`src/rtl/rgb_sched_pkg.sv`:
```
`default_nettype none
// +------------------------------------------------------------------+
// | rgb_sched_pkg                                                    |
// | Shared defaults, state encoding and helpers for the LED scheduler|
// | Revision: 1.0                                                    |
// +------------------------------------------------------------------+
package rgb_sched_pkg;

  localparam int LED_NBPC           = 8;
  localparam int LED_SCHED_TICK_DIV = 50000;
  localparam int LED_SCHED_HOLD     = 40;
  localparam int LED_SCHED_GAP      = 10;
  localparam int LED_SCHED_BLINK    = 5;

  localparam logic [1:0] ST_IDLE = 2'd0;
  localparam logic [1:0] ST_SHOW = 2'd1;
  localparam logic [1:0] ST_GAP  = 2'd2;

  typedef enum logic [1:0] {
    IDLE = ST_IDLE,
    SHOW = ST_SHOW,
    GAP  = ST_GAP
  } state_t;

  function automatic int maxOf3(input int a, input int b, input int c);
    int m;
    m = (a > b) ? a : b;
    return (m > c) ? m : c;
  endfunction

endpackage
`default_nettype wire

```
`src/rtl/counter.sv`:
```
`default_nettype none
// +------------------------------------------------------------------+
// | counter                                                          |
// | Modulo up-counter MIN..MAX with synchronous clear; overflow flags|
// | the cycle holding MAX while enabled.                             |
// | Revision: 1.0                                                    |
// +------------------------------------------------------------------+
module counter #(
  parameter int NBITS = 4,
  parameter int MIN   = 0,
  parameter int MAX   = 15,
  parameter int STEP  = 1
) (
  input  logic clk,
  input  logic rst,
  input  logic clr,
  input  logic en,
  output logic overflow
);

  logic [NBITS-1:0] r_count;

  assign overflow = en && (r_count == NBITS'(MAX));

  always_ff @(posedge clk) begin
    if (rst || clr) begin
      r_count <= NBITS'(MIN);
    end else if (overflow) begin
      r_count <= NBITS'(MIN);
    end else if (en) begin
      r_count <= r_count + NBITS'(STEP);
    end
  end

endmodule
`default_nettype wire

```
`src/rtl/rgb_sched.sv`:
```
`default_nettype none
// +------------------------------------------------------------------+
// | rgb_sched                                                        |
// | Round-robin time-sharing of the RGB LED between status sources.  |
// | Revision: 1.0                                                    |
// +------------------------------------------------------------------+
module rgb_sched
  import rgb_sched_pkg::*;
#(
  parameter int NBPC        = LED_NBPC,
  parameter int NREQ        = 4,
  parameter int TICK_DIV    = LED_SCHED_TICK_DIV,
  parameter int HOLD_TICKS  = LED_SCHED_HOLD,
  parameter int GAP_TICKS   = LED_SCHED_GAP,
  parameter int BLINK_TICKS = LED_SCHED_BLINK
) (
  input  logic                   clk,
  input  logic                   rst,
  input  logic                   en,
  input  logic [NREQ-1:0]        req,
  input  logic [NREQ*3*NBPC-1:0] color,
  input  logic [NREQ-1:0]        blink,
  output logic [NREQ-1:0]        grant,
  output logic [NREQ-1:0]        ack,
  output logic [3*NBPC-1:0]      out_color,
  output logic                   out_en,
  output logic                   busy
);

  localparam int c_colorW = 3 * NBPC;
  localparam int c_ptrW   = $clog2(NREQ);
  localparam int c_tickW  = $clog2(maxOf3(HOLD_TICKS, GAP_TICKS, BLINK_TICKS) + 1);

  // First set request strictly after p, wrapping; iterating downward lets the nearest win.
  function automatic logic [c_ptrW-1:0] rrPick(input logic [NREQ-1:0] r,
                                               input logic [c_ptrW-1:0] p);
    logic [c_ptrW-1:0] idx;
    logic [c_ptrW-1:0] pick;
    pick = p;
    for (int k = NREQ; k >= 1; k--) begin
      idx = c_ptrW'((int'(p) + k) % NREQ);
      if (r[idx]) pick = idx;
    end
    return pick;
  endfunction

  state_t               r_state;
  logic [c_ptrW-1:0]    r_ptr;
  logic [c_ptrW-1:0]    r_winner;
  logic [c_colorW-1:0]  r_color;
  logic                 r_blink;
  logic                 r_phase;
  logic [c_tickW-1:0]   r_ticks;
  logic [c_tickW-1:0]   r_blinkCnt;
  logic [NREQ-1:0]      r_grant;
  logic [NREQ-1:0]      r_ack;
  logic [c_colorW-1:0]  r_outColor;
  logic                 r_outEn;
  logic                 r_busy;

  logic                 w_tick;
  logic [c_ptrW-1:0]    w_pick;
  logic [c_colorW-1:0]  w_newColor;
  logic                 w_done;
  logic                 w_drop;
  logic                 w_gapEnd;
  logic                 w_start;
  logic                 w_clr;

  assign w_pick     = rrPick(req, r_ptr);
  assign w_newColor = color[int'(w_pick)*c_colorW +: c_colorW];
  assign w_done     = (r_state == SHOW) && w_tick && (r_ticks == c_tickW'(HOLD_TICKS - 1));
  // Completion on the final tick takes precedence over a simultaneous request drop.
  assign w_drop     = (r_state == SHOW) && !req[r_winner] && !w_done;
  assign w_gapEnd   = (r_state == GAP) && w_tick && (r_ticks == c_tickW'(GAP_TICKS - 1));
  assign w_start    = en && (|req) && ((r_state == IDLE) || w_gapEnd);
  assign w_clr      = !en || (r_state == IDLE) || w_done || w_drop || w_gapEnd;

  counter #(
    .NBITS($clog2(TICK_DIV)),
    .MIN  (0),
    .MAX  (TICK_DIV - 1),
    .STEP (1)
  ) u_prescaler (
    .clk     (clk),
    .rst     (rst),
    .clr     (w_clr),
    .en      (r_state != IDLE),
    .overflow(w_tick)
  );

  always_ff @(posedge clk) begin
    if (rst) begin
      r_state    <= IDLE;
      r_ptr      <= c_ptrW'(NREQ - 1);
      r_winner   <= '0;
      r_color    <= '0;
      r_blink    <= 1'b0;
      r_phase    <= 1'b0;
      r_ticks    <= '0;
      r_blinkCnt <= '0;
      r_grant    <= '0;
      r_ack      <= '0;
      r_outColor <= '0;
      r_outEn    <= 1'b0;
      r_busy     <= 1'b0;
    end else if (!en) begin
      r_state    <= IDLE;
      r_ticks    <= '0;
      r_blinkCnt <= '0;
      r_grant    <= '0;
      r_ack      <= '0;
      r_outColor <= '0;
      r_outEn    <= 1'b0;
      r_busy     <= 1'b0;
    end else begin
      r_ack <= '0;
      if (w_start) begin
        r_state    <= SHOW;
        r_ptr      <= w_pick;
        r_winner   <= w_pick;
        r_color    <= w_newColor;
        r_blink    <= blink[w_pick];
        r_phase    <= 1'b1;
        r_ticks    <= '0;
        r_blinkCnt <= '0;
        r_grant    <= NREQ'(1) << w_pick;
        r_outColor <= w_newColor;
        r_outEn    <= 1'b1;
        r_busy     <= 1'b1;
      end else if (w_gapEnd) begin
        r_state    <= IDLE;
        r_ticks    <= '0;
        r_grant    <= '0;
        r_outColor <= '0;
        r_outEn    <= 1'b0;
        r_busy     <= 1'b0;
      end else if (w_done || w_drop) begin
        r_state    <= GAP;
        r_ticks    <= '0;
        r_grant    <= '0;
        r_outColor <= '0;
        if (w_done) r_ack[r_winner] <= 1'b1;
      end else if (w_tick) begin
        r_ticks <= r_ticks + c_tickW'(1);
        if ((r_state == SHOW) && r_blink) begin
          if (r_blinkCnt == c_tickW'(BLINK_TICKS - 1)) begin
            r_blinkCnt <= '0;
            r_phase    <= ~r_phase;
            r_outColor <= r_phase ? '0 : r_color;
          end else begin
            r_blinkCnt <= r_blinkCnt + c_tickW'(1);
          end
        end
      end
    end
  end

  assign grant     = r_grant;
  assign ack       = r_ack;
  assign out_color = r_outColor;
  assign out_en    = r_outEn;
  assign busy      = r_busy;

endmodule
`default_nettype wire
```
`config.mk`:
```
export PLATFORM = sky130hd
export DESIGN_NAME = rgb_sched
export DESIGN_NICKNAME = d
export VERILOG_FILES = /design/src/rtl/rgb_sched_pkg.sv /design/src/rtl/counter.sv /design/src/rtl/rgb_sched.sv
export SDC_FILE = /design/constraint.sdc
export NUM_CORES = 1
export LEC_CHECK = 0
export CORE_MARGIN = 4
export CORE_UTILIZATION = 40
export CTS_CLUSTER_SIZE = 14
export DETAILED_ROUTE_END_ITERATION = 10
export PLACE_DENSITY = 0.71
export SLEW_MARGIN = 5
export SYNTH_ARGS = -nofsm -noshare
export SYNTH_HDL_FRONTEND = slang
export SYNTH_SLANG_ARGS = --single-unit
```
`constraint.sdc`:
```
create_clock -name clk -period 5.9 [get_ports clk]
set_input_delay 0.59 -clock clk [delete_from_list [all_inputs] [get_ports clk]]
set_output_delay 0.59 -clock clk [all_outputs]
set_load 0.05 [all_outputs]
```
[Word level (Yosys, flattened, before mapping)]
Cells that the tools add are included.
Storage, ports and cells
  flip-flop bits (word level): 93
  bits of input ports: 107
  output and inout port bits: 34
  logic and storage cells: 126
Operators by class
  add/subtract/negate cells: 7
  multipliers: 1
  $lt $le $gt $ge: 7
  equality and inequality tests: 8
  shift-type cells: 2
  mux-type cells: 40
  bitwise logic cells: 5
  reduce and logical (&&, ||, !) cells: 42
Operator list (count)
  two-way mux 24 bit: 7
  indexed part select 96 x 8 -> 24 bit: 1
  less-than comparator 2 x 3 -> 1 bit, second input constant: 6
  two-way mux 1 bit: 18
  adder 16 x 1 -> 16 bit, second input constant: 1
  equality test 16 bit, second input constant: 1
  adder 6 x 1 -> 6 bit, second input constant: 2
  binary-select mux 1 bit (select 2 bit): 6
  two-way mux 4 bit: 3
  nonzero test 4 bit: 3
  logical AND 1 bit: 11
  nonzero test 2 bit: 5
  two-way mux 2 bit: 4
  OR reduction 4 bit: 2
  logical OR 1 bit: 7
  equality test 6 x 3 -> 1 bit, second input constant: 1
  equality test 6 x 4 -> 1 bit, second input constant: 1
  equality test 6 bit, second input constant: 1
  two-way mux 6 bit: 1
  AND reduction 6 bit: 1
  OR reduction 6 bit: 1
  inverter 1 bit: 5
  OR reduction 5 bit: 1
  adder 2 x 1 -> 2 bit, second input constant: 2
  other kinds (17): 21

[Depth between registers and ports, before layout]
  depth after elaboration: 10
  mapped depth: 9

[Hierarchy]
Synthesis repeated with hierarchy kept, for this count alone.
Unflattened totals
  cell total of the unflattened synthesis: 516
  area total of the unflattened synthesis: 4580.6 um^2
By module, submodules not included
  rgb_sched: times used 1, cells each 432, area an instance 3839.9 um^2, sequential area each 1541.5 um^2
  counter: times used 1, cells each 84, area an instance 740.7 um^2, sequential area each 320.3 um^2

[Worst setup path after synthesis]
Ideal clock, no wire load.
  kind: input to register
  start: input port req[3]
  end: register r_outColor[10], in the netlist out_color[10]
  library setup time: 0.074 ns
  arrival time: 2.138 ns
  data required time: 5.826 ns
  path slack: 3.688 ns
  cell stages on the path: 8
  buffers on the path: 2
  path through: or2_2 -> a21o_1 -> and2_1 -> buf_2 -> buf_2 -> mux2i_1 -> a221o_1 -> a31oi_1
On the way
  cells in the longest elaborated chain, start to end: 9
  elaborated cells on any way between the ends: 30
  classes of those cells: mul (1); shift (1); mux (17); reduce/logical (11)
Ends and longest elaborated chain
  from (decl): line rgb_sched.sv:20  | input logic [NREQ-1:0] req,
  binary-select mux 1 bit (select 2 bit), on equally long branches: line rgb_sched.sv:42, rgb_sched.sv:74
  two-way mux 1 bit, on equally long branches: line rgb_sched.sv:42, rgb_sched.sv:74
  two-way mux 2 bit / zero test 1 bit (equally long branches): line rgb_sched.sv:42, rgb_sched.sv:74
  two-way mux 2 bit / logical AND 1 bit (equally long branches) (2 in series): line rgb_sched.sv:42, rgb_sched.sv:74
  two-way mux 2 bit / logical OR 1 bit (equally long branches): line rgb_sched.sv:42, rgb_sched.sv:138
  multiplier 2 x 2 -> 4 bit / two-way mux 24 bit (equally long branches): line rgb_sched.sv:71, rgb_sched.sv:138
  indexed part select 96 x 8 -> 24 bit / two-way mux 24 bit (equally long branches): line rgb_sched.sv:71, rgb_sched.sv:131
  two-way mux 24 bit: line rgb_sched.sv:118  | if (w_start) begin
  to (signal assigned): line rgb_sched.sv:128  | r_outColor <= w_newColor;
  to (signal assigned): line rgb_sched.sv:150  | r_outColor <= r_phase ? '0 : r_color;
  to (decl): line rgb_sched.sv:57  | logic [c_colorW-1:0] r_outColor;
Parallel ways exist; a longest one is shown, timed or not. The select of a mux whose other input is x is not followed.
A chain may end at the register's enable or synchronous reset.

[Worst setup path after layout]
  start: input port req[3]
  end: register r_outColor[22], in the netlist out_color[22]
Same word-level chain as after synthesis.

==> flow_summary.toml <==
[yosys]
ys_seq_elements = 93
synth_area_um2 = 4640
netlist_instances = 554
synth_warnings = 0
yosysTopAreaCell = "dfxtp_1"
syn_avg_cell_area_um2 = 8.38
synth-edff-count = 0
ys_top_cells_by_count = "94 x nand2_1, 93 x dfxtp_1, 54 x a21oi_1"
netlist-cell-type-count = 61
ys_top_cells_by_area = "dfxtp_1 40%, nand2_1 7.6%, a21oi_1 5.8%"
yosysMostFrequentCell = "nand2_1"
synth_top_area_share = 0.401
ys.flop_type = "dfxtp_1"
syn_nets = 666
async_reset_ff_frac = 0
yosysSeqAreaShare = 0.401

[timing]
slew_headroom = 0.193
post-route-min-period_ps = 3040
fin_setup_tns_ps = 0
worstMarginPinSlew_ps = 1210
timing.fmax_mhz = 328
finalHoldViolCount = 0
period_share = 0.516
fin_skew_ps = 9.83
drv_slew = 0
whs_ps = 456
rsz0062_at_grt = "false"
setup_viol = 0

[status]
status = "finished clean"

[die]
dieArea_um2 = 13400
core_um2 = 11400
num_rows = 39
fp.dieH_um = 116
die_x_um = 116
ioPinCount = 141
start_util = 0.408

[critical_path]
r2r-start = "u_prescaler.r_count[0]"
cp-endpoint = "out_color[22]"
critPathCaptureType = "flop"
regToRegSetupSlack_ps = 3390
critPathKind = "input pin to flop"
worstRegToRegCells = 8
worstPathArrival_ps = 3300
r2r-end = "out_color[13]"
startpoint = "req[3]"
critPathMaxFanout = 32
required_ps = 6160
critPathLaunchType = "input pin"

[clock_network]
postCtsSetupBuffers = 0
cts_sinks = 93
clk_pin_slew_worst_paths_ps = 70
holdBufCountCts = 0
htreeDepth = 3
clkLatencyLatePin_ps = 340
root_buffer = "clkbuf_16"
cts.repair.resized = 0
cts_made_buffers = 9
cts_tree = "done"
cts_max_path_buffers = 2

[route]
wirelength_um = 13600
first_pass_iters = 5
drt_iter0_markers = 246
postRouteAntennaNets = 0
vias = 4548
post_drt_wl_per_cell_um = 16.6
drc_errors = 0
via_per_inst = 5.55

[final_layout]
fin_area_um2 = 6390
drive_above_1_share = 0.0562
layout.nets = 783
multiInputGateArea_um2 = 2600
area_delta_synth_final_pct = 37.6
num-fill-cells = 1026
fin_cells = 819
n_antenna_cell = 0
register_area_um2 = 1860

[pwr]
leakagePower_nw = 2.24
powerDensity_nw_per_um2 = 250
ir_drop_mv = 0.174

[place]
post_dp_cell_area_um2 = 6100
dpl.hpwl_um = 9880
port_buffers = 140
gp_congestion = 0.796
placed_cells = 803

[run]
cap_violations = 0

[grt]
grt_pass1_vias = 4356
grt_pass1_wl_um = 21700
track_usage = 0.203
antenna_found_initial = 0
grt_max_degree = 56
grt_overflow = 0

[worst_hold_path]
worstHoldPathType = "flop to flop"
metal layers:
metal  vias to the layer above  GRT usage  share of wire
met2                       157      0.328           0.48
met3                        24     0.0517          0.064
met4                         0     0.0766          0.021
met5                         -          0              0
li1                       2236          -              -
met1                      2131      0.263           0.43
state kept, by name (all words and copies together), names as in the netlist, 2 cells and up:
register             cells
ack                      4
grant                    4
out_color               24
r_blinkCnt               6
r_color                 24
r_ptr                    2
r_state                  2
r_ticks                  6
r_winner                 2
u_prescaler.r_count     16
metrics by stage:
stage,setup WS (ps),utilization,power (mW)
floorplan,3690,-,0.914
global placement,2630,0.536,1.05
detailed placement,2530,0.536,1.06
CTS,2880,0.562,1.60
global route,2650,0.562,1.66
finish,2860,0.562,1.60
cell usage in the layout (no fill, tap or decap), drive strengths merged, types with 3 or more instances in the layout:
master           n
clkbuf          11
nor2b            4
nand3            8
a221o           23
ha               5
nor2            49
or2              3
nand4            9
a211oi           5
nor3             6
mux2i           23
nor4b            4
dfxtp           93
and2             3
a31oi           25
clkinv           4
xnor2            6
nand2b           4
and3             5
clkdlybuf4s50  140
buf              6
nor3b            4
a311o            3
inv              4
o21ai           28
nand3b           3
and4             5
xor2            16
nor4             3
a21oi           54
nand2           95
cells by family after synthesis:
logic type	Yosys count	share of synthesized area
AOI/OAI and AO/OA	151	0.213
xor gates and xnor gates	22	0.0415
adders and majority gates	5	0.0135
muxes	24	0.0545
DFF	93	0.401
buffers and inverters	44	0.0415
and+or+nand+nor	215	0.235
worst min path at each step:
stage                     start          end  slack [ps]  cells past startpoint
finish               r_color[8]   r_color[8]         460                      2
CTS                  r_color[8]   r_color[8]         460                      2
global placement    r_color[10]  r_color[10]         440                      2
detailed placement   r_color[8]   r_color[8]         450                      2
global route        r_color[22]  r_color[22]         470                      2
floorplan           r_color[22]  r_color[22]         440                      2
worst max-delay path, cell delays in order:
cell and delay [ps]:
clkdlybuf4s50_1 490, or2_2 330, a21o_1 210, nand2_1 880
a211oi_1 220, a311o_1 420, a31oi_1 150
cell type report:
type                    instances  area share
clock inverters                 5     0.00549
repair buffers                146       0.226
flip-flops and latches         93       0.292
well taps                     143      0.0280
multi-input cells             417       0.407
clock buffers                  11      0.0396
inverters                       4     0.00235
report_power, final:
part           internal, mW  total (mW)  switching (mW)  leakage (nW)
combinational         0.160       0.362           0.202          1.34
clock                 0.309       0.553           0.244         0.141
sequential            0.661       0.682          0.0210         0.758
total                  1.13        1.60           0.467          2.24
No activity file was read; power rests on OpenSTA's default activity.
==> RTL edit 1, RTL diff (config.mk and constraints unchanged) <==
`LED_SCHED_GAP`: 10 -> 5.
--- a/src/rtl/rgb_sched_pkg.sv
+++ b/src/rtl/rgb_sched_pkg.sv
@@ -10,5 +10,5 @@
   localparam int LED_SCHED_TICK_DIV = 50000;
   localparam int LED_SCHED_HOLD     = 40;
-  localparam int LED_SCHED_GAP      = 10;
+  localparam int LED_SCHED_GAP      = 5;
   localparam int LED_SCHED_BLINK    = 5;
 
Behaviour: no difference found for any inputs over 4 cycles, from zero or initial values and one cycle with rst high; that may be too few to reach the edited logic, so the function may still have changed.
==> RTL edit 1 against the unedited design <==
Routed wire length fell by 1.5%. Cell area hardly changed. Cell count shrank 0.85%. Total power decreased by 0.73%. Synthesized cell count down 1.3%. Sequential power barely moved. Combinational power grew 2%. Worst setup slack got worse by 0.43 ns. Sequential cell count stayed put. Global-route usage is 1.0 points lower. Synthesized area is 0.94% higher. Highest routed layer unchanged.
==> RTL edit 1: results (changes against the unedited design) <==
Route
  • Met3 WL: 706 um (-19%)
  • Iteration-0 DRC Markers: 281 (+14%)
  • Drt first pass iters: 6 (+1)
  • Vias/cell: 5.52 (-0.58%)

Global route
  • Met3 GRT Util: 0.0528 (+0.00115)
  • Grt met2 use: 0.326 (-0.00146)
  • Vias in the first global route: 4,341 (-0.34%)

Place
  • Placed Area: 0.00611 mm2 (+0.16%)
  • Placed Cells incl. Taps: 796 (-0.87%)
  • GPL Wtd Cong: 0.786 (-1.2%)

Min path
  • Hold_sp: r_color[17]$_SDFFE_PP0P_
  • Worst Hold End: r_color[17]$_SDFFE_PP0P_

Worst setup path
  • Reg-to-reg startpoint: r_winner[0]$_SDFFE_PP0P_
  • Critical Path Fanout Max: 37 (+16%)
  • Register-to-register setup slack: 2.66 ns (-0.73 ns)
  • Reg2Reg Depth: 7 (-1)
  • Crit-path slowest cell: or3b_1
  • R2R Path End: out_color[3]$_SDFFE_PP0P_

Finish
  • Share of post-route cells with drive strength above 1: 0.0493 (-0.00689)

Yosys
  • Post-synthesis sequential area ratio: 0.397 (-0.00375)
  • Synth cell count leaders: dfxtp_1 (93), nand2_1 (66), a21oi_1 (38), nor2_1 (38), and3_1 (30)
  • Mux contribution to synthesized area: 0.0582 (+0.00376)
  • Synth cell types: 57 (-6.6%)
  • Largest cells by area after synthesis: dfxtp_1 (40%), mux2i_1 (5.3%), nand2_1 (5.3%)

Timing
  • Worst-case clock skew: 0.00878 ns (-0.00105 ns)
  • Hold slack: 0.456 ns (-0.000244 ns)

Outcome
  • Status: complete, no violations

Power and ir drop
  • Peak VDD IR: 0.161 mV (-7.2%)
  • Leak pwr: 0.00234 uW (+4.7%)
==> RTL edit 1: changes by cell type in the layout (fill, tap and decap cells not counted), moves of 4 or more <==
cell	before	now
o21ai_0	27	7
and3_1	5	30
nor3_1	5	9
nand2_1	94	66
nor2_1	48	38
a221o_1	22	0
o21ai_1	0	24
a21oi_1	54	38
a211o_1	1	25
a211oi_1	5	27
==> RTL edit 1: power breakdown <==
group | leakage [uW] | internal (uW) | total, uW | switching (uW)
Sequential | 0.000758 | 661 | 683 | 22.1
Clock | 0.000122 | 288 | 531 | 242
Combinational | 0.00146 | 168 | 371 | 204
Total | 0.00234 | 1120 | 1590 | 468
==> RTL edit 1: cell type report <==
cell class / instances / area, um2
sequential: 93 / 1860
multi-input combinational: 404 / 2570
timing repair buffer: 149 / 1470
tap: 143 / 179
clock inverter: 6 / 47.5
fill: 1066 / 5030
inverter: 7 / 26.3
clock buffer: 10 / 229
==> RTL edit 1: worst max-delay path by stage <==
stage,slack (ns),from,depth (start not counted),to
floorplan,3.68,req[3],8,out_color[10]$_SDFFE_PP0P_
global placement,2.18,req[3],8,out_color[3]$_SDFFE_PP0P_
detailed placement,2.10,req[3],8,out_color[3]$_SDFFE_PP0P_
CTS,2.45,req[3],8,out_color[3]$_SDFFE_PP0P_
global route,2.18,req[3],8,out_color[3]$_SDFFE_PP0P_
finish,2.42,req[3],8,out_color[3]$_SDFFE_PP0P_
==> RTL edit 1: worst max-delay path: cells and delay by family <==
| family | cells | cell delay, ns |
|---|---|---|
| AND/OR/NAND/NOR | 2 | 1.44 |
| AO/OA/AOI/OAI | 3 | 0.37 |
| multiplexers | 1 | 0.51 |
| buffers and inverters | 2 | 0.81 |
==> RTL edit 2, RTL diff (same flow settings) <==
Without the edit above. Compare `r_ticks` against `c_tickW'(GAP_TICKS - 1)` with >= in place of ==.
--- a/src/rtl/rgb_sched.sv
+++ b/src/rtl/rgb_sched.sv
@@ -73,5 +73,5 @@
   // Completion on the final tick takes precedence over a simultaneous request drop.
   assign w_drop     = (r_state == SHOW) && !req[r_winner] && !w_done;
-  assign w_gapEnd   = (r_state == GAP) && w_tick && (r_ticks == c_tickW'(GAP_TICKS - 1));
+  assign w_gapEnd   = (r_state == GAP) && w_tick && (r_ticks >= c_tickW'(GAP_TICKS - 1));
   assign w_start    = en && (|req) && ((r_state == IDLE) || w_gapEnd);
   assign w_clr      = !en || (r_state == IDLE) || w_done || w_drop || w_gapEnd;
Check against the original RTL: no difference found for any inputs over 4 cycles, from zero or initial values and one cycle with rst high; that may be too few to reach the edited logic, so the function may still have changed.
==> RTL edit 2 against the unedited design <==
Cell area grew 0.82%. Synthesized area grew 2.6%. Total power grew 1.2%. Worst setup slack lost 0.76 ns. Routed wire length grew 12%. Sequential cell count is the same. Register-to-register slack lost 0.95 ns. Highest routed layer unchanged. Largest cell class unchanged.
==> RTL edit 2: results (changes against the unedited design) <==
Finish
  • Share of post-route cells with drive strength above 1: 0.0518 (-0.00441)
  • Nets: 804 (+2.7%)
  • Fill cells: 1,036 (+0.97%)

Clock network
  • Setup bufs post-CTS: 0 (unchanged)
  • CTS max path bufs: 2 (unchanged)
  • CTS Root Buffer Type: clkbuf_16
  • CTS resizes: 0 (unchanged)
  • Cts bufs inserted: 9 (unchanged)

Power and ir drop
  • Leak pwr: 0.00226 uW (+1.2%)
  • Comb pwr: 388 uW (+7.2%)
  • Peak VDD IR: 0.184 mV (+5.8%)
  • Clock Power: 544 uW (-2%)
  • Int Pwr: 1130 uW (+0.27%)
  • Logic pwr share: 0.240 (+0.013)

Worst setup path
  • Delay-heaviest family, CP: compound AO/OA/AOI/OAI gates
  • Register-to-register setup slack: 2.44 ns (-0.95 ns)
  • Critical path arrival: 3.98 ns (+0.68 ns)
  • CP max stage delay: 1.07 ns (+0.19 ns)
  • Critical Path Fanout Max: 53 (+66%)
  • Crit-path slowest cell: nand3_2

Yosys
  • Post-Synthesis Cells: 580 (+4.7%)
  • Syn nets: 693 (+4.1%)
  • Post-synthesis sequential area ratio: 0.391 (-0.0103)
  • Post-synthesis xor/xnor area fraction: 0.0349 (-0.00658)
  • Synth Area in Compound Gates: 0.267 (+0.0533)
  • Synth Area in Adders: 0.0158 (+0.00228)
  • Mux contribution to synthesized area: 0.0113 (-0.0432)
  • Synth cell count leaders: nand2_1 (96), dfxtp_1 (93), a21oi_1 (61), nor2_1 (39), o21ai_0 (30)
  • Synth cell types: 57 (-6.6%)
  • Largest cells by area after synthesis: dfxtp_1 (39%), nand2_1 (7.6%), a21oi_1 (6.4%)

Place
  • Pre-CTS setup slack: 1.83 ns (-0.704 ns)
  • Placed Area: 0.00616 mm2 (+1.0%)
  • DP HPWL: 10.3 mm (+3.9%)
  • Placed Cells incl. Taps: 823 (+2.5%)
  • GPL Wtd Cong: 0.871 (+9.5%)

Global route
  • Tot GR Track Use: 0.220 (+0.0164)
  • Met3 GRT Util: 0.0339 (-0.0178)
  • Vias in the first global route: 4,809 (+10%)
  • Grt met1 use: 0.287 (+0.0243)
  • Initial antenna violation count: 0 (unchanged)
  • Largest net degree at the start of global routing: 59 (+5.4%)
  • Grt met2 use: 0.359 (+0.0308)
  • First-pass GRT wire length: 23.8 mm (+9.7%)

Route
  • Drt first pass iters: 6 (+1)
  • WL final: 15.2 mm (+12%)
  • Vias/cell: 5.84 (+5.2%)
  • Iteration-0 DRC Markers: 413 (+68%)
  • Vias: 4,895 (+7.6%)

Timing
  • Setup ws final: 2.10 ns (-0.757 ns)
  • Worst-case clock skew: 0.00957 ns (-0.000261 ns)
  • Hold slack: 0.455 ns (-0.000771 ns)
  • Slew headroom: 0.162 (-0.0316)

Outcome
  • Status: complete, no violations
## RTL edit 2: cell count changes in the layout (fill, tap and decap cells not counted), sizes merged, moves of 5 or more
cell,unedited run,this run
a221o,23,0
and2,3,27
a211o,1,25
a21oi,54,61
mux2i,23,2
a221oi,0,25
nor3,6,1
nor2,49,39
## RTL edit 2: routing by layer
layer,up-vias,part of all wire
met5,-,0
met4,0,0.026
met3,24,0.060
met2,196,0.49
met1,2352,0.43
li1,2323,-
## RTL edit 2: worst paths after layout
path | depth (start not counted) | from | end
min reg2reg | 2 | r_color[4]$_SDFFE_PP0P_ | r_color[4]$_SDFFE_PP0P_
max | 7 | req[3] | out_color[10]$_SDFFE_PP0P_
max reg2reg | 6 | r_ptr[1]$_SDFFE_PP1P_ | out_color[10]$_SDFFE_PP0P_
min | 2 | r_color[4]$_SDFFE_PP0P_ | r_color[4]$_SDFFE_PP0P_
## RTL edit 2: kinds of logic after synthesis
logic type | Yosys count
AO/OA/AOI/OAI | 188
multiplexers | 4
XOR/XNOR | 19
AND/OR/NAND/NOR | 218
adder cells (fa/ha/maj) | 6
flip-flops | 93
buffers and inverters | 52
## RTL edit 2: final cells by class
| class | instances | area [um2] | area share |
|---|---|---|---|
| clock buffer | 11 | 253 | 0.0393 |
| multi-input combinational | 435 | 2660 | 0.413 |
| tap | 143 | 179 | 0.0278 |
| sequential | 93 | 1860 | 0.289 |
| clock inverter | 4 | 23.8 | 0.00369 |
| inverter | 7 | 26.3 | 0.00408 |
| timing repair buffer | 145 | 1440 | 0.223 |
## RTL edit 2: worst min-delay path, cell delays in order (launching register included)
cell	delay, ns
dfxtp_1	0.31
nand2_1	0.05
a21oi_1	0.05
